--- config.mk ---
export PLATFORM = sky130hd
export DESIGN_NAME = wb_burst_tester
export DESIGN_NICKNAME = d
export VERILOG_FILES = /design/src/rtl/wb_burst_tester.sv
export SDC_FILE = /design/constraint.sdc
export NUM_CORES = 1
export LEC_CHECK = 0
export CAP_MARGIN = 20
export CORE_ASPECT_RATIO = 0.5
export CORE_MARGIN = 5
export CORE_UTILIZATION = 51
export DETAILED_ROUTE_END_ITERATION = 10
export PLACE_DENSITY = 0.92
export RECOVER_POWER = 25
export SLEW_MARGIN = 5
export SYNTH_ARGS = -nofsm -noshare
export SYNTH_HDL_FRONTEND = slang
export SYNTH_SLANG_ARGS = --single-unit
--- constraint.sdc ---
create_clock -name clk -period 5.88 [get_ports clk]
set_input_delay 1.176 -clock clk [delete_from_list [all_inputs] [get_ports clk]]
set_output_delay 1.176 -clock clk [all_outputs]
set_load 0.02 [all_outputs]
--- src/rtl/wb_burst_tester.sv ---
`default_nettype none
// +----------------------------------------------------------------------------+
// | Module  : wb_burst_tester                                                  |
// | Brief   : Wishbone B4 master that writes patterned bursts, reads them back |
// |           and counts mismatches and bus errors.                            |
// | Revision: 1.0                                                              |
// +----------------------------------------------------------------------------+
module wb_burst_tester #(
   parameter int unsigned   AW         = 32,
   parameter int unsigned   DW         = 32,
   parameter logic [AW-1:0] BASE_ADR   = AW'(32'h1000),
   parameter int unsigned   BEATS      = 4,
   parameter int unsigned   BURSTS     = 1,
   parameter bit            BURST_MODE = 1'b1,
   parameter logic [DW-1:0] PATTERN    = DW'(32'h12345678)
) (
   input  logic            clk,
   input  logic            reset,
   input  logic            start,
   output logic [AW-1:0]   adr,
   output logic [1:0]      bte,
   output logic [2:0]      cti,
   output logic            cyc,
   output logic            stb,
   output logic            we,
   output logic [DW/8-1:0] sel,
   output logic [DW-1:0]   dat,
   input  logic            ack,
   input  logic            err,
   input  logic [DW-1:0]   dat_i,
   output logic            busy,
   output logic            done,
   output logic            pass,
   output logic [15:0]     err_cnt
);
   localparam int unsigned     c_IW         = $clog2(BEATS*BURSTS+1);
   localparam int unsigned     c_BW         = $clog2(BEATS+1);
   localparam int unsigned     c_NW         = $clog2(BURSTS+1);
   localparam logic [AW-1:0]   c_STEP       = AW'(DW/8);
   localparam logic [c_BW-1:0] c_LAST_BEAT  = c_BW'(BEATS-1);
   localparam logic [c_NW-1:0] c_LAST_BURST = c_NW'(BURSTS-1);

   typedef enum logic [2:0] {
      S_IDLE = 3'd0,
      S_WR   = 3'd1,
      S_WGAP = 3'd2,
      S_RGAP = 3'd3,
      S_RD   = 3'd4,
      S_DONE = 3'd5
   } state_t;

   state_t          r_state, w_state;
   logic [AW-1:0]   r_adr, w_adr;
   logic [DW-1:0]   r_dat, w_dat;
   logic [2:0]      r_cti, w_cti;
   logic            r_cyc, w_cyc;
   logic            r_we, w_we;
   logic [c_IW-1:0] r_idx, w_idx;
   logic [c_BW-1:0] r_beat, w_beat;
   logic [c_NW-1:0] r_burst, w_burst;
   logic [15:0]     r_err_cnt, w_err_cnt;
   logic            r_busy, w_busy;
   logic            r_done, w_done;
   logic            r_pass, w_pass;

   logic            w_hit;
   logic            w_err_inc;
   logic [DW-1:0]   w_exp;
   logic [c_IW-1:0] w_idx_inc;
   logic [c_BW-1:0] w_beat_inc;

   function automatic logic [2:0] f_cti(input logic [c_BW-1:0] beat);
      if (!BURST_MODE)
         return 3'b000;
      return (beat == c_LAST_BEAT) ? 3'b111 : 3'b010;
   endfunction

   always_ff @(posedge clk or posedge reset) begin
      if (reset) begin
         r_state   <= S_IDLE;
         r_adr     <= BASE_ADR;
         r_dat     <= '0;
         r_cti     <= 3'b000;
         r_cyc     <= 1'b0;
         r_we      <= 1'b0;
         r_idx     <= '0;
         r_beat    <= '0;
         r_burst   <= '0;
         r_err_cnt <= 16'd0;
         r_busy    <= 1'b0;
         r_done    <= 1'b0;
         r_pass    <= 1'b0;
      end else begin
         r_state   <= w_state;
         r_adr     <= w_adr;
         r_dat     <= w_dat;
         r_cti     <= w_cti;
         r_cyc     <= w_cyc;
         r_we      <= w_we;
         r_idx     <= w_idx;
         r_beat    <= w_beat;
         r_burst   <= w_burst;
         r_err_cnt <= w_err_cnt;
         r_busy    <= w_busy;
         r_done    <= w_done;
         r_pass    <= w_pass;
      end
   end

   always_comb begin
      w_state    = r_state;
      w_adr      = r_adr;
      w_dat      = r_dat;
      w_cti      = r_cti;
      w_cyc      = r_cyc;
      w_we       = r_we;
      w_idx      = r_idx;
      w_beat     = r_beat;
      w_burst    = r_burst;
      w_busy     = r_busy;
      w_done     = r_done;
      w_pass     = r_pass;
      w_hit      = r_cyc & (ack | err);
      w_exp      = PATTERN ^ DW'(r_idx);
      w_idx_inc  = r_idx + c_IW'(1);
      w_beat_inc = r_beat + c_BW'(1);
      // err wins over data compare, so ack+err together costs a single count
      w_err_inc  = w_hit & (err | ((r_state == S_RD) & (dat_i != w_exp)));
      w_err_cnt  = r_err_cnt;
      if (w_err_inc && (r_err_cnt != 16'hFFFF))
         w_err_cnt = r_err_cnt + 16'd1;

      case (r_state)
         S_IDLE, S_DONE: begin
            if (start) begin
               w_state   = S_WR;
               w_adr     = BASE_ADR;
               w_dat     = PATTERN;
               w_cti     = f_cti('0);
               w_cyc     = 1'b1;
               w_we      = 1'b1;
               w_idx     = '0;
               w_beat    = '0;
               w_burst   = '0;
               w_err_cnt = 16'd0;
               w_busy    = 1'b1;
               w_done    = 1'b0;
               w_pass    = 1'b0;
            end
         end
         S_WR, S_RD: begin
            if (w_hit) begin
               w_adr = r_adr + c_STEP;
               w_idx = w_idx_inc;
               if (r_beat == c_LAST_BEAT) begin
                  w_beat = '0;
                  w_cyc  = 1'b0;
                  w_we   = 1'b0;
                  w_dat  = '0;
                  w_cti  = 3'b000;
                  if (r_burst != c_LAST_BURST) begin
                     w_burst = r_burst + c_NW'(1);
                     w_state = (r_state == S_WR) ? S_WGAP : S_RGAP;
                  end else if (r_state == S_WR) begin
                     // read-back restarts from the base of the written region
                     w_burst = '0;
                     w_adr   = BASE_ADR;
                     w_idx   = '0;
                     w_state = S_RGAP;
                  end else begin
                     w_state = S_DONE;
                     w_busy  = 1'b0;
                     w_done  = 1'b1;
                     w_pass  = (w_err_cnt == 16'd0);
                  end
               end else begin
                  w_beat = w_beat_inc;
                  w_cti  = f_cti(w_beat_inc);
                  if (r_state == S_WR)
                     w_dat = PATTERN ^ DW'(w_idx_inc);
               end
            end
         end
         S_WGAP: begin
            w_state = S_WR;
            w_cyc   = 1'b1;
            w_we    = 1'b1;
            w_dat   = PATTERN ^ DW'(r_idx);
            w_cti   = f_cti('0);
         end
         S_RGAP: begin
            w_state = S_RD;
            w_cyc   = 1'b1;
            w_we    = 1'b0;
            w_dat   = '0;
            w_cti   = f_cti('0);
         end
         default: begin
            w_state = S_IDLE;
            w_cyc   = 1'b0;
            w_we    = 1'b0;
         end
      endcase
   end

   assign adr     = r_adr;
   assign bte     = 2'b00;
   assign cti     = r_cti;
   assign cyc     = r_cyc;
   assign stb     = r_cyc;
   assign we      = r_we;
   assign sel     = '1;
   assign dat     = r_dat;
   assign busy    = r_busy;
   assign done    = r_done;
   assign pass    = r_pass;
   assign err_cnt = r_err_cnt;

endmodule
`default_nettype wire

* Word-level counts from Yosys, hierarchy flattened
Index checks and enable logic that the tools add are counted.
** Operators by class
- Add/sub/neg operators :: 5
- Bitwise logic cells :: 5
- Equal/unequal tests :: 15
- Multiplexer cells :: 60
- Reductions and logical operators :: 15
** Operators by type and width (count)
- two-way mux 32 bit :: 9
- one-hot mux 32 bit (4 select lines) :: 1
- one-hot mux 32 bit (2 select lines) :: 1
- two-way mux 16 bit :: 3
- two-way mux 3 bit :: 16
- adder 32 x 3 -> 32 bit, second input constant :: 1
- inequality test 32 x 29 -> 1 bit :: 1
- two-way mux 1 bit :: 20
- adder 16 x 1 -> 16 bit, second input constant :: 1
- logical NOT 16 bit :: 1
- inequality test 16 bit, second input constant :: 1
- equality test 3 x 2 -> 1 bit, second input constant :: 4
- one-hot mux 3 bit (2 select lines) :: 2
- one-hot mux 3 bit (4 select lines) :: 1
- inequality test 2 bit, second input constant :: 5
- one-hot mux 3 bit (3 select lines) :: 1
- AND reduction 3 bit :: 3
- one-hot mux 1 bit (2 select lines) :: 4
- AND reduction 4 bit :: 2
- adder 3 x 1 -> 3 bit, second input constant :: 2
- equality test 3 bit, second input constant :: 2
- one-hot mux 1 bit (3 select lines) :: 2
- AND reduction 6 bit :: 1
- OR reduction 2 bit :: 3
- 10 further kinds :: 13
** Word-level totals
- Input bits :: 37
- Logic and storage cells :: 113
- Output and inout port bits :: 95
- Register bits after elaboration :: 98

* Logic depth before layout (Yosys ltp)
Gate-level depths: netlist (run 1).
- Depth in word-level cells :: 12
- Mapped depth :: 9
- Depth with buffers taken out :: 8

* Least setup slack after synthesis (run 1)
No wires, ideal clock.
- Path kind :: in2reg
- Start :: in dat_i[13]
- End :: reg r_pass, in the netlist pass
- Path slack :: 3.135 ns
- Data required time :: 5.788 ns
- Stages :: 8
- Data arrival time :: 2.653 ns
- Library setup time :: 0.092 ns
- Path buffers :: 1
- Cells stage by stage :: nor4b_1 -> nand4_1 -> o31ai_2 -> buf_4 -> nor2_2 -> nor3_1 -> o221ai_2 -> o31ai_2
** Between the ends
- Longest elaborated chain between the ends :: 12
** RTL lines
- from (decl) :: RTL line 30 : input logic [DW-1:0] dat_i,
- inequality test 32 x 29 -> 1 bit :: RTL line 128 : w_err_inc = w_hit & (err | ((r_state == S_RD) & (dat_i != w_exp)));
- AND 1 bit :: RTL line 128
- bitwise OR 1 bit :: RTL line 128
- AND 1 bit :: RTL line 128
- logical AND 1 bit :: RTL line 130 : if (w_err_inc && (r_err_cnt != 16'hFFFF))
- two-way mux 16 bit :: RTL line 130
- logical NOT 16 bit :: RTL line 174 : w_pass = (w_err_cnt == 16'd0);
- two-way mux 1 bit :: RTL line 164 : end else if (r_state == S_WR) begin
- two-way mux 1 bit :: RTL line 161 : if (r_burst != c_LAST_BURST) begin
- two-way mux 1 bit :: RTL line 155 : if (r_beat == c_LAST_BEAT) begin
- two-way mux 1 bit :: RTL line 152 : if (w_hit) begin
- one-hot mux 1 bit (2 select lines) :: RTL line 133 : case (r_state)
- to (signal assigned) :: RTL line 106 : r_pass <= w_pass;
- to (decl) :: RTL line 64 : logic r_pass, w_pass;
Every way passes these cells. The select of a mux whose other input is x is not followed.
A chain may end at the register's enable or synchronous reset.

* Worst setup path after layout (run 1)
Same ends and word-level chain as after synthesis.

==> metrics.yaml, run 1 <==
status: "finished, final reports clean"
synth_seq_area_share: 0.3935
num_io_pins: 132
tightest_slew_ps: 945.6
power_density_nw_per_um2: 404.8
rows: 23
place_inst: 657
cts.clk_slew.worst_paths_ps: 50
min-delay-start: "dat[0]"
crit_top_cell: "o31ai_2"
path_class: "input pin to flop"
drcViolationCount: 0
fin_util: 0.6825
grtUsageTotal: 0.2089
cts_setup_buffers: 0
synth_edf_count: 0
dieArea_um2: 10260
hold_path_depth: 2
cts.sinks: 66
holdWs_ps: 483.5
maxCapViolations: 0
slowest_delay_ps: 820
multi_input_area_um2: 2195
crit_buf_inv: 1
worstSkewPairLatency_ps: 340
timing.rr.start: "r_state[0]"
reg2reg_slack_ps: 2920
crit_family: "compound AO/OA/AOI/OAI gates"
layout.nets: 600
cp_cell_sequence: "clkdlybuf4s50_1 > nor4b_1 > nand4_1 > o31ai_2 > nor2_2 > nor3_1 > o221ai_2 > o31ai_2"
viasPerCell: 5.419
clockBufferDepth: 2
avgSynthCellArea_um2: 8.956
dr_total_vias: 3647
fin_cells: 673
rsz0062_at_grt: "false"
nFillCells: 637
coreArea_um2: 8000
ant_nets: 0
drt_pass1_iterations: 4
cpMaxStageDelayCell: "o31ai_2"
grt_max_degree: 67
root_buffer: "clkbuf_16"
cp.required_ps: 6130
async_reset_ff_frac: 1.000
cts_hold_buf: 0
finalCriticalPeriod_ps: 3562
start_util: 0.5250
grt_pass1_vias: 3624
fin_setup_tns_ps: 0
ys_warn_count: 0
cts_buffers: 9
die_w_um: 138.3
syn_inst: 469
ff_latch_area_um2: 1653
start_kind: "input pin"
skew_ps: 6.992
timing.fmax_mhz: 280.7
cts_tree: "built"
hold_violations: 0
grt_pass1_wl_um: 17270
ys_ff_latch: 66
synthDistinctLibCells: 61
crit_fanout: 12
dp_hpwl_um: 7320
reg2reg_to: "adr[7]"
place_congestion: 0.8157
slew_headroom: 0.3658
portBuffers: 107
synth_top_flop_cell: "dfrtp_1"
drive_above_1_share: 0.07843
die_y_um: 74.17
endpoint_kind: "flop"
post_cts_resized: 0
grt_overflow: 0
p_leak_nw: 2.305
post_drt_wl_per_cell_um: 15.29
min_to: "dat[0]"
min-delay-path-class: "flop to flop"
finalSetupViolCount: 0
antenna_found_initial: 0
netlist_area_um2: 4200
slew_violations: 0
reg2reg_depth: 5
crit_arrival_ps: 3820
peakVddDrop_v: 0.0002403
area_growth_pct: 30.00
htree_levels: 3
fin_crit_sh: 0.6058
routed_wl_um: 10290
num_antenna_cells: 0
first_iter_violations: 134
report_power, final:
| part | internal, mW | total (mW) | switching, mW |
|---|---|---|---|
| clock | 0.394 | 0.591 | 0.197 |
| combinational | 0.375 | 0.951 | 0.576 |
| sequential | 0.539 | 0.668 | 0.130 |
| total | 1.31 | 2.21 | 0.903 |
area by class of cell:
type,instances,area share
well taps,112,0.02566
repair buffers,110,0.2003
flip-flops and latches,66,0.3027
inverters,13,0.008937
multi-input cells,356,0.4019
clock inverters,4,0.01352
clock buffers,12,0.04698
registers in the layout, indices dropped and copies added (netlist names):
signal	cells
r_idx	3
r_state	3
cyc	1
r_beat	3
we	1
pass	1
adr	30
done	1
dat	4
busy	1
err_cnt	16
cti	2
stage by stage:
stage	worst slack, ps	power, mW	instance area (um^2)
after detailed placement	1941	1.611	5130
after global placement	2066	1.576	5130
final	2318	2.210	5460
after CTS	2282	2.220	5460
after global routing	2075	2.360	5460
after floorplan	3051	1.319	4283
cells in the final DEF (no fill, tap or decap), types with 6 or more instances in the layout:
master	count
clkbuf_16	9
o21ai_0	31
clkdlybuf4s50_1	105
and3_1	13
inv_1	12
conb_1	24
nor2_1	50
nand3_1	21
xnor2_1	21
nand2_1	51
xor2_1	18
nand4_1	10
dfrtp_1	65
a21oi_1	13
ha_1	7
o31ai_1	6
nor3_1	13
synthesized netlist by cell type (all sizes together), types with 4 or more instances:
| cell | count | area (um^2) |
|---|---|---|
| a211oi | 4 | 35.03 |
| a21oi | 13 | 65.06 |
| and2 | 4 | 25.02 |
| and3 | 13 | 81.33 |
| and4 | 7 | 66.31 |
| buf | 47 | 352.8 |
| clkbuf | 9 | 33.78 |
| dfrtp | 65 | 1627 |
| ha | 7 | 87.58 |
| inv | 13 | 48.80 |
| mux2i | 5 | 62.56 |
| nand2 | 53 | 214.0 |
| nand2b | 4 | 32.53 |
| nand3 | 22 | 115.1 |
| nand4 | 11 | 83.83 |
| nor2 | 52 | 200.2 |
| nor2b | 4 | 27.53 |
| nor3 | 14 | 75.07 |
| nor4bb | 4 | 40.04 |
| o21ai | 31 | 155.2 |
| o22ai | 5 | 31.28 |
| o31ai | 8 | 70.06 |
| or3 | 4 | 25.02 |
| xnor2 | 21 | 183.9 |
| xor2 | 19 | 173.9 |
worst register-to-register path, cell delays in order, from the launching register on:
cell and delay [ps]:
dfrtp_1 630, xor2_2 350, mux2_2 410, nor2_1 700, nand2_1 350, o41ai_1 410
per-layer routing:
layer / wire length, um / part of all wire / GRT usage
met5: 0 / 0 / 0
met4: 164 / 0.016 / 0.07886
met3: 626 / 0.061 / 0.06744
met2: 5186 / 0.50 / 0.3683
met1: 4312 / 0.42 / 0.2460
cells by family (layout without fill, tap and decap cells):
group           after synthesis  after routing  share of synthesized area
flops                        66             66                     0.3935
simple gates                208            208                     0.2720
other cells                   2             24                   0.001788
buf+inv                      69            139                     0.1037
xor+xnor                     40             40                    0.08520
fa+ha+maj                     7              7                    0.02085
mux                           6              6                    0.01758
compound gates               71             71                     0.1055
worst max path at each step:
stage,to,from,depth (start not counted)
finish,pass,dat_i[13],8
global route,pass,dat_i[13],8
CTS,pass,dat_i[9],8
detailed placement,pass,dat_i[9],8
global placement,pass,dat_i[9],8
floorplan,adr[10],reset,1
Note: power is estimated with default switching activity, not from simulation.
==> run 2, diff against run 1 <==
--- a/config.mk
+++ b/config.mk
@@ -8,9 +8,9 @@
 export CAP_MARGIN = 20
 export CORE_ASPECT_RATIO = 0.5
 export CORE_MARGIN = 5
-export CORE_UTILIZATION = 51
+export CORE_UTILIZATION = 47
 export DETAILED_ROUTE_END_ITERATION = 10
-export PLACE_DENSITY = 0.92
+export PLACE_DENSITY = 0.86
 export RECOVER_POWER = 25
 export SLEW_MARGIN = 5
 export SYNTH_ARGS = -nofsm -noshare
==> constraint.sdc (replaced) <==
create_clock -name clk -period 3.62 [get_ports clk]
set_input_delay 0.724 -clock clk [delete_from_list [all_inputs] [get_ports clk]]
set_output_delay 0.724 -clock clk [all_outputs]
set_load 0.02 [all_outputs]
==> metrics.yaml, run 2 (same netlist as run 1, synthesis figures left out) <==
status: "finished, final reports clean"  # unchanged
slew_headroom: 0.2272  # was 0.3658
start_util: 0.4823  # was 0.5250
crit_arrival_ps: 2910  # was 3820 ps
maxCapViolations: 0  # unchanged
path_class: "input pin to flop"  # unchanged
peakVddDrop_v: 0.0003508  # was 0.0002403 V
ant_nets: 0  # unchanged
cts.clk_slew.worst_paths_ps: 60  # was 50 ps
fin_crit_sh: 0.7357
fin_util: 0.6280  # was 0.6825
grt_pass1_vias: 3534  # was 3,624
timing.fmax_mhz: 375.5
rows: 24  # was 23
cts_setup_buffers: 0  # unchanged
area_growth_pct: 30.21  # was 30.00%
largest_register_ffs: 30  # unchanged
cts_tree: "built"  # unchanged
finalCriticalPeriod_ps: 2663
skew_ps: 8.124  # was 6.992 ps
min-delay-start: "dat[0]"  # unchanged
portBuffers: 107  # unchanged
layout_common_cells: "clkdlybuf4s50_1 (105), dfrtp_1 (65), nand2_1 (51), nor2_1 (50), o21ai_0 (31)"  # unchanged
grt_pass1_wl_um: 16940  # was 17,270 um
grt_overflow: 0  # unchanged
final.setup.worst_slack_ps: 956.8  # was 2318 ps
min-delay-path-class: "flop to flop"  # unchanged
tightest_slew_ps: 1158  # was 945.6 ps
grtUsageTotal: 0.1909  # was 0.2089
cts_buffers: 9  # unchanged
coreArea_um2: 8708  # was 8000 um^2
num_antenna_cells: 0  # unchanged
rsz0062_at_grt: "false"  # unchanged
layout.nets: 602  # was 600
power_density_nw_per_um2: 652.2  # was 404.8 nW/um^2
viasPerCell: 5.332  # was 5.419
htree_levels: 3  # unchanged
grt_max_degree: 37  # was 67
antenna_found_initial: 0  # unchanged
dieArea_um2: 11040  # was 10,260 um^2
fin_setup_tns_ps: 0  # unchanged
dp_worst_setup_slack_ps: 607.3  # was 1941 ps
cp-startpoint: "err"  # was dat_i[13]
drt_pass1_iterations: 4  # unchanged
drcViolationCount: 0  # unchanged
hold_violations: 0  # unchanged
crit_fanout: 7  # was 12
worstSkewPairLatency_ps: 340  # about the same
dr_total_vias: 3626  # was 3,647
clockBufferDepth: 2  # unchanged
endpoint_kind: "flop"  # unchanged
cts_hold_buf: 0  # unchanged
nFillCells: 754  # was 637
cts.sinks: 66  # unchanged
final_common_cell: "clkdlybuf4s50_1"  # unchanged
dp_hpwl_um: 7481  # was 7320 um
slew_violations: 0  # unchanged
post_cts_resized: 0  # unchanged
finalSetupViolCount: 0  # unchanged
routed_wl_um: 10060  # was 10,290 um
post_drt_wl_per_cell_um: 14.80  # was 15.29 um
root_buffer: "clkbuf_16"  # unchanged
drive_above_1_share: 0.08171  # was 0.07843
start_kind: "input pin"  # unchanged
die_w_um: 143.7  # was 138.3 um
timing.rr.start: "r_state[2]"  # was r_state[0]
cp.required_ps: 3870  # was 6130 ps
place_congestion: 0.7978  # was 0.8157
first_iter_violations: 189  # was 134
hold_path_depth: 2  # unchanged
reg2reg_depth: 7  # was 5
num_io_pins: 132  # unchanged
die_y_um: 76.85  # was 74.17 um
p_leak_nw: 2.311  # was 2.305 nW
==> run 2: cell count changes in the layout (fill, tap and decap cells not counted), sizes merged <==
cell      delta
buf          +1
clkinv       -1
clkinvlp     +1
inv          +1
==> run 2: path summary, 6_finish.rpt <==
| check | to | slack (ps) |
|---|---|---|
| worst min register to register | dat[0] | 480 |
| worst min-delay path | dat[0] | 480 |
| worst max-delay path | pass | 960 |
| min in group asynchronous | adr[24] | 1140 |
| worst max register to register | pass | 1020 |
| max in group asynchronous | err_cnt[3] | 980 |
==> run 2: worst max-delay path: stages <==
cell,delay [ps]
clkdlybuf4s50_1,550
o21ai_0,200
mux2i_4,340
nand2_4,120
or3_1,380
nor4_2,280
o221ai_2,130
o31ai_2,190
==> run 2: routing by layer <==
| metal | vias to the layer above | track usage | wire length, um |
|---|---|---|---|
| met1 | 1737 | 0.2344 | 4350 |
| met5 | - | 0 | 0 |
| li1 | 1744 | - | - |
| met2 | 132 | 0.3215 | 4900 |
| met4 | 0 | 0.03853 | 99 |
| met3 | 13 | 0.07334 | 712 |
==> run 2: where the power goes <==
part | total (mW) | switching (mW) | internal (mW)
clock | 0.943 | 0.324 | 0.619
combinational | 1.54 | 0.920 | 0.623
sequential | 1.08 | 0.207 | 0.875
==> run 2: layout make-up <==
class	instances	area [um^2]	share of cell area
Multi-Input combinational cell	356	2195	0.4013
Sequential cell	66	1653	0.3022
Timing Repair Buffer	112	1106	0.2022
Clock buffer	11	242.7	0.04438
Tap cell	117	146.4	0.02677
Clock inverter	5	77.57	0.01418
Inverter	13	48.80	0.008922
==> run 2: per-stage QoR <==
| step | hold WS (ps) | cells | power (mW) | cell area [um^2] |
|---|---|---|---|---|
| 2_1_floorplan | 478.7 | 491 | 2.143 | 4283 |
| 3_3_place_gp | 463.7 | 664 | 2.594 | 5164 |
| 3_5_place_dp | 479.5 | 664 | 2.639 | 5164 |
| 4_1_cts | 491.9 | 680 | 3.593 | 5484 |
| 5_1_grt | 518.6 | 680 | 3.832 | 5469 |
| 6_report | 484.7 | 680 | 3.567 | 5469 |
==> run 3, diff against run 2 <==
==> constraint.sdc (replaced) <==
create_clock -name clk -period 2.8 [get_ports clk]
set_input_delay 0.56 -clock clk [delete_from_list [all_inputs] [get_ports clk]]
set_output_delay 0.56 -clock clk [all_outputs]
set_load 0.02 [all_outputs]
==> metrics.yaml, run 3 (same netlist as run 1, synthesis figures left out) <==
min-delay-path-class: "flop to flop"  # unchanged
cts.sinks: 66  # unchanged
dieArea_um2: 11040  # unchanged
power_density_nw_per_um2: 830.0  # was 652.2 nW/um^2
fin_cells: 700  # was 680
grt_overflow: 0  # unchanged
path_class: "flop to flop"  # was input pin to flop
wl_met3_um: 646  # was 712 um
fin_setup_tns_ps: 0  # unchanged
slew_headroom: 0.2861  # was 0.2272
post_cts_resized: 0  # unchanged
timing.fmax_mhz: 394.8
crit_arrival_ps: 2770  # was 2910 ps
place_inst: 684  # was 664
tightest_slew_ps: 1070  # was 1158 ps
timing.rr.start: "r_state[0]"  # was r_state[2]
status: "finished, final reports clean"  # unchanged
first_iter_violations: 146  # was 189
m1WireLength_um: 4379  # was 4350 um
clockBufferDepth: 2  # unchanged
holdWs_ps: 475.0  # was 484.7 ps
fin_crit_sh: 0.9046
portBuffers: 107  # unchanged
routed.top_layer: "met4"  # unchanged
skew_ps: 5.248  # was 8.124 ps
p_leak_nw: 2.417  # was 2.311 nW
fin_util: 0.6470  # was 0.6280
crit_family: "simple AND/OR/NAND/NOR gates"  # unchanged
layout_common_cells: "clkdlybuf4s50_1 (105), dfrtp_1 (65), nand2_1 (51), nor2_1 (50), o21ai_0 (31)"  # unchanged
dr_total_vias: 3649  # was 3,626
viasPerCell: 5.213  # was 5.332
post_drt_wl_per_cell_um: 14.72  # was 14.80 um
rows: 24  # unchanged
drcViolationCount: 0  # unchanged
grt_pass1_wl_um: 17260  # was 16,940 um
finalCriticalPeriod_ps: 2533
htree_levels: 3  # unchanged
endpoint_kind: "flop"  # unchanged
crit_fanout: 15  # was 7
grt_max_degree: 40  # was 37
coreArea_um2: 8708  # unchanged
die_w_um: 143.7  # unchanged
root_buffer: "clkbuf_16"  # unchanged
die_y_um: 76.85  # unchanged
hold_path_depth: 2  # unchanged
hold_violations: 0  # unchanged
finalSetupViolCount: 0  # unchanged
cpMaxStageDelayCell: "dfrtp_1"  # was clkdlybuf4s50_1
num_antenna_cells: 0  # unchanged
reg2reg_depth: 7  # unchanged
min_to: "dat[0]"  # unchanged
num_io_pins: 132  # unchanged
start_util: 0.4823  # unchanged
area_growth_pct: 34.14  # was 30.21%
slowest_delay_ps: 630  # was 550 ps
crit_buf_inv: 0  # was 1
routed_wl_um: 10300  # was 10,060 um
slew_violations: 0  # unchanged
antenna_found_initial: 0  # unchanged
largest_register_ffs: 30  # unchanged
cts_setup_buffers: 0  # unchanged
wl_met2_um: 5165  # was 4900 um
ant_nets: 0  # unchanged
start_kind: "flop"  # was input pin
reg2reg_to: "pass"  # unchanged
reg2reg_slack_ps: 270  # was 1020 ps
cp.required_ps: 3040  # was 3870 ps
grt_pass1_vias: 3616  # was 3,534
place_congestion: 0.8131  # was 0.7978
worstSkewPairLatency_ps: 330  # was 340 ps
grtUsageTotal: 0.1915  # was 0.1909
peakVddDrop_v: 0.0004555  # was 0.0003508 V
drt_pass1_iterations: 4  # unchanged
maxCapViolations: 0  # unchanged
dp_hpwl_um: 7794  # was 7481 um
cts_buffers: 9  # unchanged
cts.clk_slew.worst_paths_ps: 60  # about the same
cp_cell_sequence: "xor2_2 > mux2i_4 > nand2_4 > or3_1 > nor4_2 > o221ai_2 > o31ai_2"  # was clkdlybuf4s50_1 > o21ai_0 > mux2i_4 > nand2_4 > or3_1 > nor4_2 > o221ai_2 > o31ai_2
layout.nets: 622  # was 602
final_common_cell: "clkdlybuf4s50_1"  # unchanged
rsz0062_at_grt: "false"  # unchanged
min-delay-start: "dat[0]"  # unchanged
cts_hold_buf: 0  # unchanged
cts_tree: "built"  # unchanged
drive_above_1_share: 0.1132  # was 0.08171
==> run 3: cell types whose count changed in the layout (fill, tap and decap cells not counted), sizes merged <==
cell / previous run / this run
buf: 4 / 25
clkbuf: 12 / 11
==> run 3: metal layers <==
metal | GRT usage | vias up
met3 | 0.05221 | 11
li1 | - | 1784
met1 | 0.2334 | 1742
met2 | 0.3364 | 112
met5 | 0 | -
met4 | 0.04699 | 0
==> run 3: worst max path at each step <==
| stage | startpoint | endpoint | slack (ps) | depth (start not counted) |
|---|---|---|---|---|
| after floorplan | err_cnt[0] | pass | 450 | 8 |
| after global placement | dat_i[13] | pass | 40 | 9 |
| after detailed placement | ack | pass | 1 | 9 |
| after CTS | r_state[0] | adr[25] | 280 | 6 |
| after global routing | r_state[0] | pass | 80 | 7 |
| final | r_state[0] | pass | 270 | 7 |
==> run 3: tightest hold or removal path, stage by stage (launching register included) <==
cell and delay (ps):
dfrtp_1 330, nand2_1 50, o21ai_0 60
==> run 3: cell type report <==
class                           count  area, um^2
Clock buffer                       11       242.7
Clock inverter                      5       77.57
Fill cell                         716        3074
Sequential cell                    66        1653
Multi-Input combinational cell    356        2195
Tap cell                          117       146.4
Inverter                           13       48.80
Timing Repair Buffer              132        1271
==> run 3: power breakdown <==
part	switching, mW	leakage, nW	total [mW]	internal, mW
Combinational	1.23	1.38	2.09	0.862
Sequential	0.251	0.876	1.38	1.13
Clock	0.407	0.156	1.21	0.800
Total	1.88	2.42	4.68	2.79
==> run 3: through the flow <==
step | power [mW] | worst slack [ps] | area, um^2
after floorplan | 2.771 | 454.8 | 4283
after global placement | 3.419 | 43.40 | 5314
after detailed placement | 3.480 | 1.056 | 5314
after CTS | 4.702 | 278.9 | 5634
after global routing | 4.989 | 75.42 | 5634
final | 4.676 | 267.1 | 5634
